`src/rtl/hbridge_guard_pkg.sv`:
```
// Shared types and gate patterns for the H-bridge guard.
package hbridge_guard_pkg;

  typedef enum logic [1:0] {
    OFF   = 2'd0,
    FWD   = 2'd1,
    REV   = 2'd2,
    FAULT = 2'd3
  } state_e;

  typedef enum logic {
    DIR_FWD = 1'b0,
    DIR_REV = 1'b1
  } dir_e;

  localparam logic [3:0] PAT_OFF = 4'b0000;
  localparam logic [3:0] PAT_FWD = 4'b1001;
  localparam logic [3:0] PAT_REV = 4'b0110;

  // Anything that is not an exact forward or reverse pattern is treated as a stop request.
  function automatic state_e decodeReq(input logic [3:0] req);
    case (req)
      PAT_FWD: decodeReq = FWD;
      PAT_REV: decodeReq = REV;
      default: decodeReq = OFF;
    endcase
  endfunction

  function automatic logic [3:0] patternOf(input state_e st);
    case (st)
      FWD:     patternOf = PAT_FWD;
      REV:     patternOf = PAT_REV;
      default: patternOf = PAT_OFF;
    endcase
  endfunction

endpackage

```
`src/rtl/hbridge_guard_oc_filter.sv`:
```
// Two-flop synchronizer for the asynchronous overcurrent flag plus a
// consecutive-low counter that declares an overcurrent after FILTER_CYCLES.
module oc_filter #(
  parameter int FILTER_CYCLES = 16
) (
  input  logic clk,
  input  logic reset_n,
  input  logic oc_n_i,
  output logic ocSync_o,
  output logic ocDetect_o
);

  localparam int                FILT_W   = $clog2(FILTER_CYCLES + 1);
  localparam logic [FILT_W-1:0] FILT_MAX = FILT_W'(FILTER_CYCLES);

  logic              sync1_q, sync2_q;
  logic [FILT_W-1:0] filtCnt_q, filtCnt_d;

  always_comb begin
    filtCnt_d = filtCnt_q;
    if (sync2_q) begin
      filtCnt_d = '0;
    end else if (filtCnt_q != FILT_MAX) begin
      filtCnt_d = filtCnt_q + FILT_W'(1);
    end
  end

  // Synchronizer flops reset high so a reset never looks like an overcurrent.
  always_ff @(posedge clk or negedge reset_n) begin
    if (!reset_n) begin
      sync1_q   <= 1'b1;
      sync2_q   <= 1'b1;
      filtCnt_q <= '0;
    end else begin
      sync1_q   <= oc_n_i;
      sync2_q   <= sync1_q;
      filtCnt_q <= filtCnt_d;
    end
  end

  assign ocSync_o   = sync2_q;
  assign ocDetect_o = (filtCnt_q == FILT_MAX);

endmodule

```
`src/rtl/hbridge_guard.sv`:
```
// H-bridge gate guard: enforces dead time on direction reversal and latches
// overcurrent faults until a qualified clear.
module hbridge_guard
  import hbridge_guard_pkg::*;
#(
  parameter int DEAD_CYCLES   = 1000,
  parameter int FILTER_CYCLES = 16,
  parameter int HOLD_CYCLES   = 1048576
) (
  input  logic       clk,
  input  logic       reset_n,
  input  logic [3:0] in_req,
  input  logic       oc_n,
  input  logic       fault_clr,
  output logic [3:0] out,
  output logic       fault,
  output logic [7:0] fault_count
);

  localparam int                DEAD_W   = $clog2(DEAD_CYCLES + 1);
  localparam int                HOLD_W   = $clog2(HOLD_CYCLES + 1);
  localparam logic [DEAD_W-1:0] DEAD_MAX = DEAD_W'(DEAD_CYCLES);
  localparam logic [HOLD_W-1:0] HOLD_MAX = HOLD_W'(HOLD_CYCLES);

  state_e            state_q, state_d;
  dir_e              lastDir_q, lastDir_d;
  logic [DEAD_W-1:0] deadCnt_q, deadCnt_d;
  logic [HOLD_W-1:0] holdCnt_q, holdCnt_d;
  logic [7:0]        faultCount_q, faultCount_d;
  logic [3:0]        out_q;
  logic              fault_q;

  state_e reqState;
  logic   ocSync, ocDetect;
  logic   deadDone, holdDone;

  oc_filter #(
    .FILTER_CYCLES(FILTER_CYCLES)
  ) u_oc_filter (
    .clk       (clk),
    .reset_n   (reset_n),
    .oc_n_i    (oc_n),
    .ocSync_o  (ocSync),
    .ocDetect_o(ocDetect)
  );

  assign reqState = decodeReq(in_req);
  assign deadDone = (deadCnt_q == DEAD_MAX);
  assign holdDone = (holdCnt_q == HOLD_MAX);

  always_comb begin
    state_d      = state_q;
    lastDir_d    = lastDir_q;
    deadCnt_d    = deadCnt_q;
    holdCnt_d    = holdCnt_q;
    faultCount_d = faultCount_q;

    case (state_q)
      OFF: begin
        if (reqState == FWD && (lastDir_q == DIR_FWD || deadDone)) begin
          state_d   = FWD;
          lastDir_d = DIR_FWD;
        end else if (reqState == REV && (lastDir_q == DIR_REV || deadDone)) begin
          state_d   = REV;
          lastDir_d = DIR_REV;
        end
      end
      FWD: if (reqState != FWD) state_d = OFF;
      REV: if (reqState != REV) state_d = OFF;
      FAULT: begin
        if (fault_clr && holdDone && reqState == OFF && ocSync) state_d = OFF;
      end
      default: state_d = OFF;
    endcase

    // Overcurrent overrides whatever the request path decided.
    if (ocDetect) state_d = FAULT;

    if (state_q == OFF) begin
      if (!deadDone) deadCnt_d = deadCnt_q + DEAD_W'(1);
    end else begin
      deadCnt_d = '0;
    end

    if (state_q == FAULT) begin
      if (!holdDone) holdCnt_d = holdCnt_q + HOLD_W'(1);
    end else begin
      holdCnt_d = '0;
    end

    if (state_d == FAULT && state_q != FAULT && faultCount_q != 8'hFF) begin
      faultCount_d = faultCount_q + 8'd1;
    end
  end

  always_ff @(posedge clk or negedge reset_n) begin
    if (!reset_n) begin
      state_q      <= OFF;
      lastDir_q    <= DIR_FWD;
      deadCnt_q    <= '0;
      holdCnt_q    <= '0;
      faultCount_q <= '0;
      out_q        <= PAT_OFF;
      fault_q      <= 1'b0;
    end else begin
      state_q      <= state_d;
      lastDir_q    <= lastDir_d;
      deadCnt_q    <= deadCnt_d;
      holdCnt_q    <= holdCnt_d;
      faultCount_q <= faultCount_d;
      out_q        <= patternOf(state_d);
      fault_q      <= (state_d == FAULT);
    end
  end

  assign out         = out_q;
  assign fault       = fault_q;
  assign fault_count = faultCount_q;

endmodule
```
`config.mk`:
```
export PLATFORM = sky130hd
export DESIGN_NAME = hbridge_guard
export DESIGN_NICKNAME = d
export VERILOG_FILES = /design/src/rtl/hbridge_guard_pkg.sv /design/src/rtl/hbridge_guard_oc_filter.sv /design/src/rtl/hbridge_guard.sv
export SDC_FILE = /design/constraint.sdc
export NUM_CORES = 1
export LEC_CHECK = 0
export BUFFER_PORTS_ARGS = -buffer_cell sky130_fd_sc_hd__buf_4
export CAP_MARGIN = 20
export CORE_MARGIN = 4
export CORE_UTILIZATION = 30
export DETAILED_ROUTE_END_ITERATION = 7
export MAX_ROUTING_LAYER = met4
export SLEW_MARGIN = 30
export SYNTH_ARGS = -nofsm -noshare
export SYNTH_HDL_FRONTEND = slang
export SYNTH_SLANG_ARGS = --single-unit
```
`constraint.sdc`:
```
create_clock -name clk -period 2.8 [get_ports clk]
set_clock_uncertainty 0.1 [all_clocks]
set_input_delay 0.28 -clock clk [delete_from_list [all_inputs] [get_ports clk]]
set_output_delay 0.28 -clock clk [all_outputs]
set_load 0.03 [all_outputs]
```
==> summary.md <==
| Metric | Value |
|---|---|
| Run status | `completed` |
| Final Critical Period | `2.04 ns` |
| Crit path kind | `flip-flop to flip-flop` |
| CP max stage delay | `0.47 ns` |
| Flop pwr share | `58.4%` |
| All-Layer GR Usage | `10.6%` |
| Core area | `8340 um^2` |
| Post-synthesis cell area | `2600 um^2` |
| Number of I/O port buffers | `20` |
| Max clock buf depth | `2` |
| Initial core utilization | `31.2%` |
| Die area | `10,200 um^2` |
| Sw Ratio | `20.3%` |
| Number of global-route vias before repair | `1,902` |
| Wirelength, routed | `5020 um` |
| Num CTS Buffers | `5` |
| Worst path bufs/invs | `1` |
| Rel. slew slack | `55.3%` |
| Nets | `296` |
| PD cells | `439 nW/um^2` |
| Pin count of the biggest net entering global routing | `53` |
| Starting DRT DRC Count | `87` |
| Layout cell share with drive strength beyond 1 | `13.1%` |
| Via count | `1,927` |
| Mean Syn Cell Area | `10.0 um^2` |
| Clock-pin transition on the worst setup and hold timing paths | `0.09 ns` |
| I/O pin count | `21` |
| Peak VDD IR | `0.185 mV` |
| Post-synth ARST share | `100%` |
| F_max | `0.491 GHz` |
| CTS tree | `built` |
| Synthesis Warnings | `0` |
| Non-Filler Instances | `387` |
| Int Pwr | `1.04 mW` |
| Max Fanout on Critical Path | `5` |
| Clk_lat worst skew | `0.29 ns` |
| Final Cycle Share | `72.8%` |
| Worst path arrival time | `2.10 ns` |
| RSZ-0062 raised after global routing | `false` |
| Required @ worst endpoint | `2.86 ns` |
| Logic pwr share | `2.8%` |
| Gpl congestion | `0.812` |
| First-pass GRT wire length | `8770 um` |
| Synth area leaders | `dfrtp_1 48%, xor2_1 6.7%, nor2_1 4.8%, nand3_1 4.2%, ha_1 3.4%` |
| Grt total ovfl | `0` |
| Routed len/inst | `13.0 um` |
| Number of diodes | `0` |
| CP top delay family | `simple AND/OR/NAND/NOR gates` |
| Startpoint class of the critical path | `flip-flop` |
| Crit end category | `flip-flop` |
| Leakage | `1.28 nW` |
| Root Buffer | `clkbuf_8` |
| Final Hold Fails | `0` |
| Final setup TNS | `0 ns` |
| Syn Inst Count | `259` |
| DR vias/cell | `4.98` |
| Initial DRT Pass Iterations | `4` |
| Maxcap violations | `0` |
| Slew of the pin with the lowest slew margin | `0.670 ns` |
| # clock sinks | `52` |
| Cells after DPL | `377` |
| Yosys cell types | `41` |
| Synthesized flop and latch total | `52` |
| DRC | `0` |
| Post-synth top area share | `48.1%` |
| Hold/Removal Path Class | `flip-flop to flip-flop` |
| Worst path slowest cell | `o31ai_1` |
| HPWL Detailed | `3490 um` |
| Htree depth | `2` |
| EDFF count, synth | `0` |
| Clk pwr share | `38.7%` |
| Largest area contributor in the netlist | `dfrtp_1` |
| Sequential share of the synthesized area | `50.1%` |
| Final slew viol count | `0` |
| Syn nets | `274` |
| CP cell instances | `inv_1 > ha_1 > nor4b_1 > nand4_1 > o31ai_1 > nand3_1` |
| Cell Rows | `33` |
| Post-route ant nets | `0` |
| Count of final setup violators | `0` |
| Sw power | `265 uW` |
| Syn-to-layout area delta | `14.2%` |
| Die Y | `101 um` |
| Prevailing post-synth register cell | `dfrtp_1` |
| Die width | `101 um` |
| Design Area, Final | `2970 um^2` |
| Initial antenna violation count | `0` |
| Placed inst area | `2840 um^2` |
==> path summary, 6_finish.rpt <==
| kind | depth (start not counted) | slack (ns) | endpoint | from |
|---|---|---|---|---|
| worst max-delay path | 6 | 0.76 | state_q[0] | holdCnt_q[0] |
| worst min register to register | 0 | 0.26 | u_oc_filter.ocSync_o | u_oc_filter.sync1_q |
| worst min-delay path | 0 | 0.26 | u_oc_filter.ocSync_o | u_oc_filter.sync1_q |
| min in group asynchronous | 2 | 0.45 | holdCnt_q[9] | reset_n |
| worst max register to register | 6 | 0.76 | state_q[0] | holdCnt_q[0] |
| max in group asynchronous | 2 | 1.68 | holdCnt_q[18] | reset_n |
==> cell families (layout without fill, tap and decap cells) <==
| family | Yosys count | after routing | share of synthesized area, % |
|---|---|---|---|
| mux | 2 | 2 | 0.818 |
| compound gates | 28 | 28 | 6.25 |
| buf+inv | 15 | 38 | 2.79 |
| simple gates | 126 | 126 | 26.9 |
| xor+xnor | 29 | 29 | 9.76 |
| flops | 52 | 52 | 50.1 |
| fa+ha+maj | 7 | 7 | 3.37 |
==> synthesized netlist by cell type, drive strengths merged (7+ instances only) <==
cell type	number
nand4	11
inv	7
dfrtp	50
xnor2	9
xor2	20
nor3	10
ha	7
nor2	33
a21oi	13
nand2	17
o21ai	8
nand3	22
==> cells in the final DEF, fill, tap and decap left out, types with 2 or more instances in the layout <==
| cell | netlist | layout |
|---|---|---|
| clkbuf_1 | 4 | 2 |
| a21oi_1 | 13 | 13 |
| nand2_1 | 17 | 17 |
| nor4b_1 | 2 | 2 |
| o21ai_0 | 8 | 8 |
| or4bb_1 | 2 | 2 |
| inv_1 | 7 | 7 |
| and3_1 | 3 | 3 |
| clkbuf_8 | 0 | 5 |
| nor3_1 | 9 | 9 |
| buf_4 | 2 | 21 |
| ha_1 | 7 | 7 |
| and4_1 | 3 | 3 |
| dlygate4sd3_1 | 0 | 2 |
| nor2_1 | 33 | 33 |
| and2_1 | 2 | 2 |
| o31ai_1 | 6 | 6 |
| dfstp_2 | 2 | 2 |
| nand3_1 | 22 | 22 |
| nand4_1 | 10 | 10 |
| dfrtp_1 | 50 | 50 |
| xnor2_1 | 9 | 9 |
| xor2_1 | 20 | 20 |
| nor4_1 | 4 | 4 |
| or4_1 | 6 | 6 |
==> metrics by stage <==
stage	setup WS, ns	hold slack, ns	util (%)	total power [mW]
2_1_floorplan	1.03	-0.116	-	0.787
3_3_place_gp	0.912	0.246	34.1	0.813
3_5_place_dp	0.791	0.247	34.1	0.814
4_1_cts	0.781	0.261	35.6	1.33
5_1_grt	0.511	0.270	35.6	1.36
6_report	0.762	0.260	35.6	1.30
==> worst register-to-register path: stages (launching register included) <==
cell and delay [ns]:
dfrtp_1 0.42, inv_1 0.08, ha_1 0.16, nor4b_1 0.33, nand4_1 0.23, o31ai_1 0.47, nand3_1 0.12
==> repair_timing <==
action                                 in CTS  in global routing
hold buffers                                2                  0
endpoints found under the hold margin      51                  0
gates resized for setup                     0                  0
buffers inserted                            0                  0
==> sequential cells by signal, summed over array words and instances, names as in the netlist, 2 cells and up <==
register / flops
deadCnt_q: 10
holdCnt_q: 21
state_q: 2
fault_count: 8
out: 2
u_oc_filter.filtCnt_q: 5
==> power groups by stage <==
stage | clock (mW) | sequential (mW) | combinational, mW
final | 0.506 | 0.762 | 0.0371
after global routing | 0.557 | 0.763 | 0.0436
after CTS | 0.524 | 0.762 | 0.0392
after detailed placement | 0 | 0.777 | 0.0367
after global placement | 0 | 0.777 | 0.0359
after floorplan | 0 | 0.776 | 0.0110
==> layer usage <==
layer | global-route usage (%) | wire [um] | part of all wire (%) | vias up
met4 | 1.53 | 17 | 0.34 | 0
met5 | - | 0 | 0 | -
met1 | 14.7 | 2530 | 50 | 938
met2 | 16.5 | 2310 | 46 | 27
li1 | - | - | - | 960
met3 | 2.15 | 164 | 3.3 | 2
==> layout make-up <==
class / instances / area, um^2
fillers: 884 / 5370
repair buffers: 23 / 178
well taps: 105 / 131
clock buffers: 7 / 76.3
flip-flops and latches: 52 / 1300
clock inverters: 1 / 30.0
inverters: 7 / 26.3
multi-input cells: 192 / 1220
Note: power is estimated with default switching activity, not from simulation.
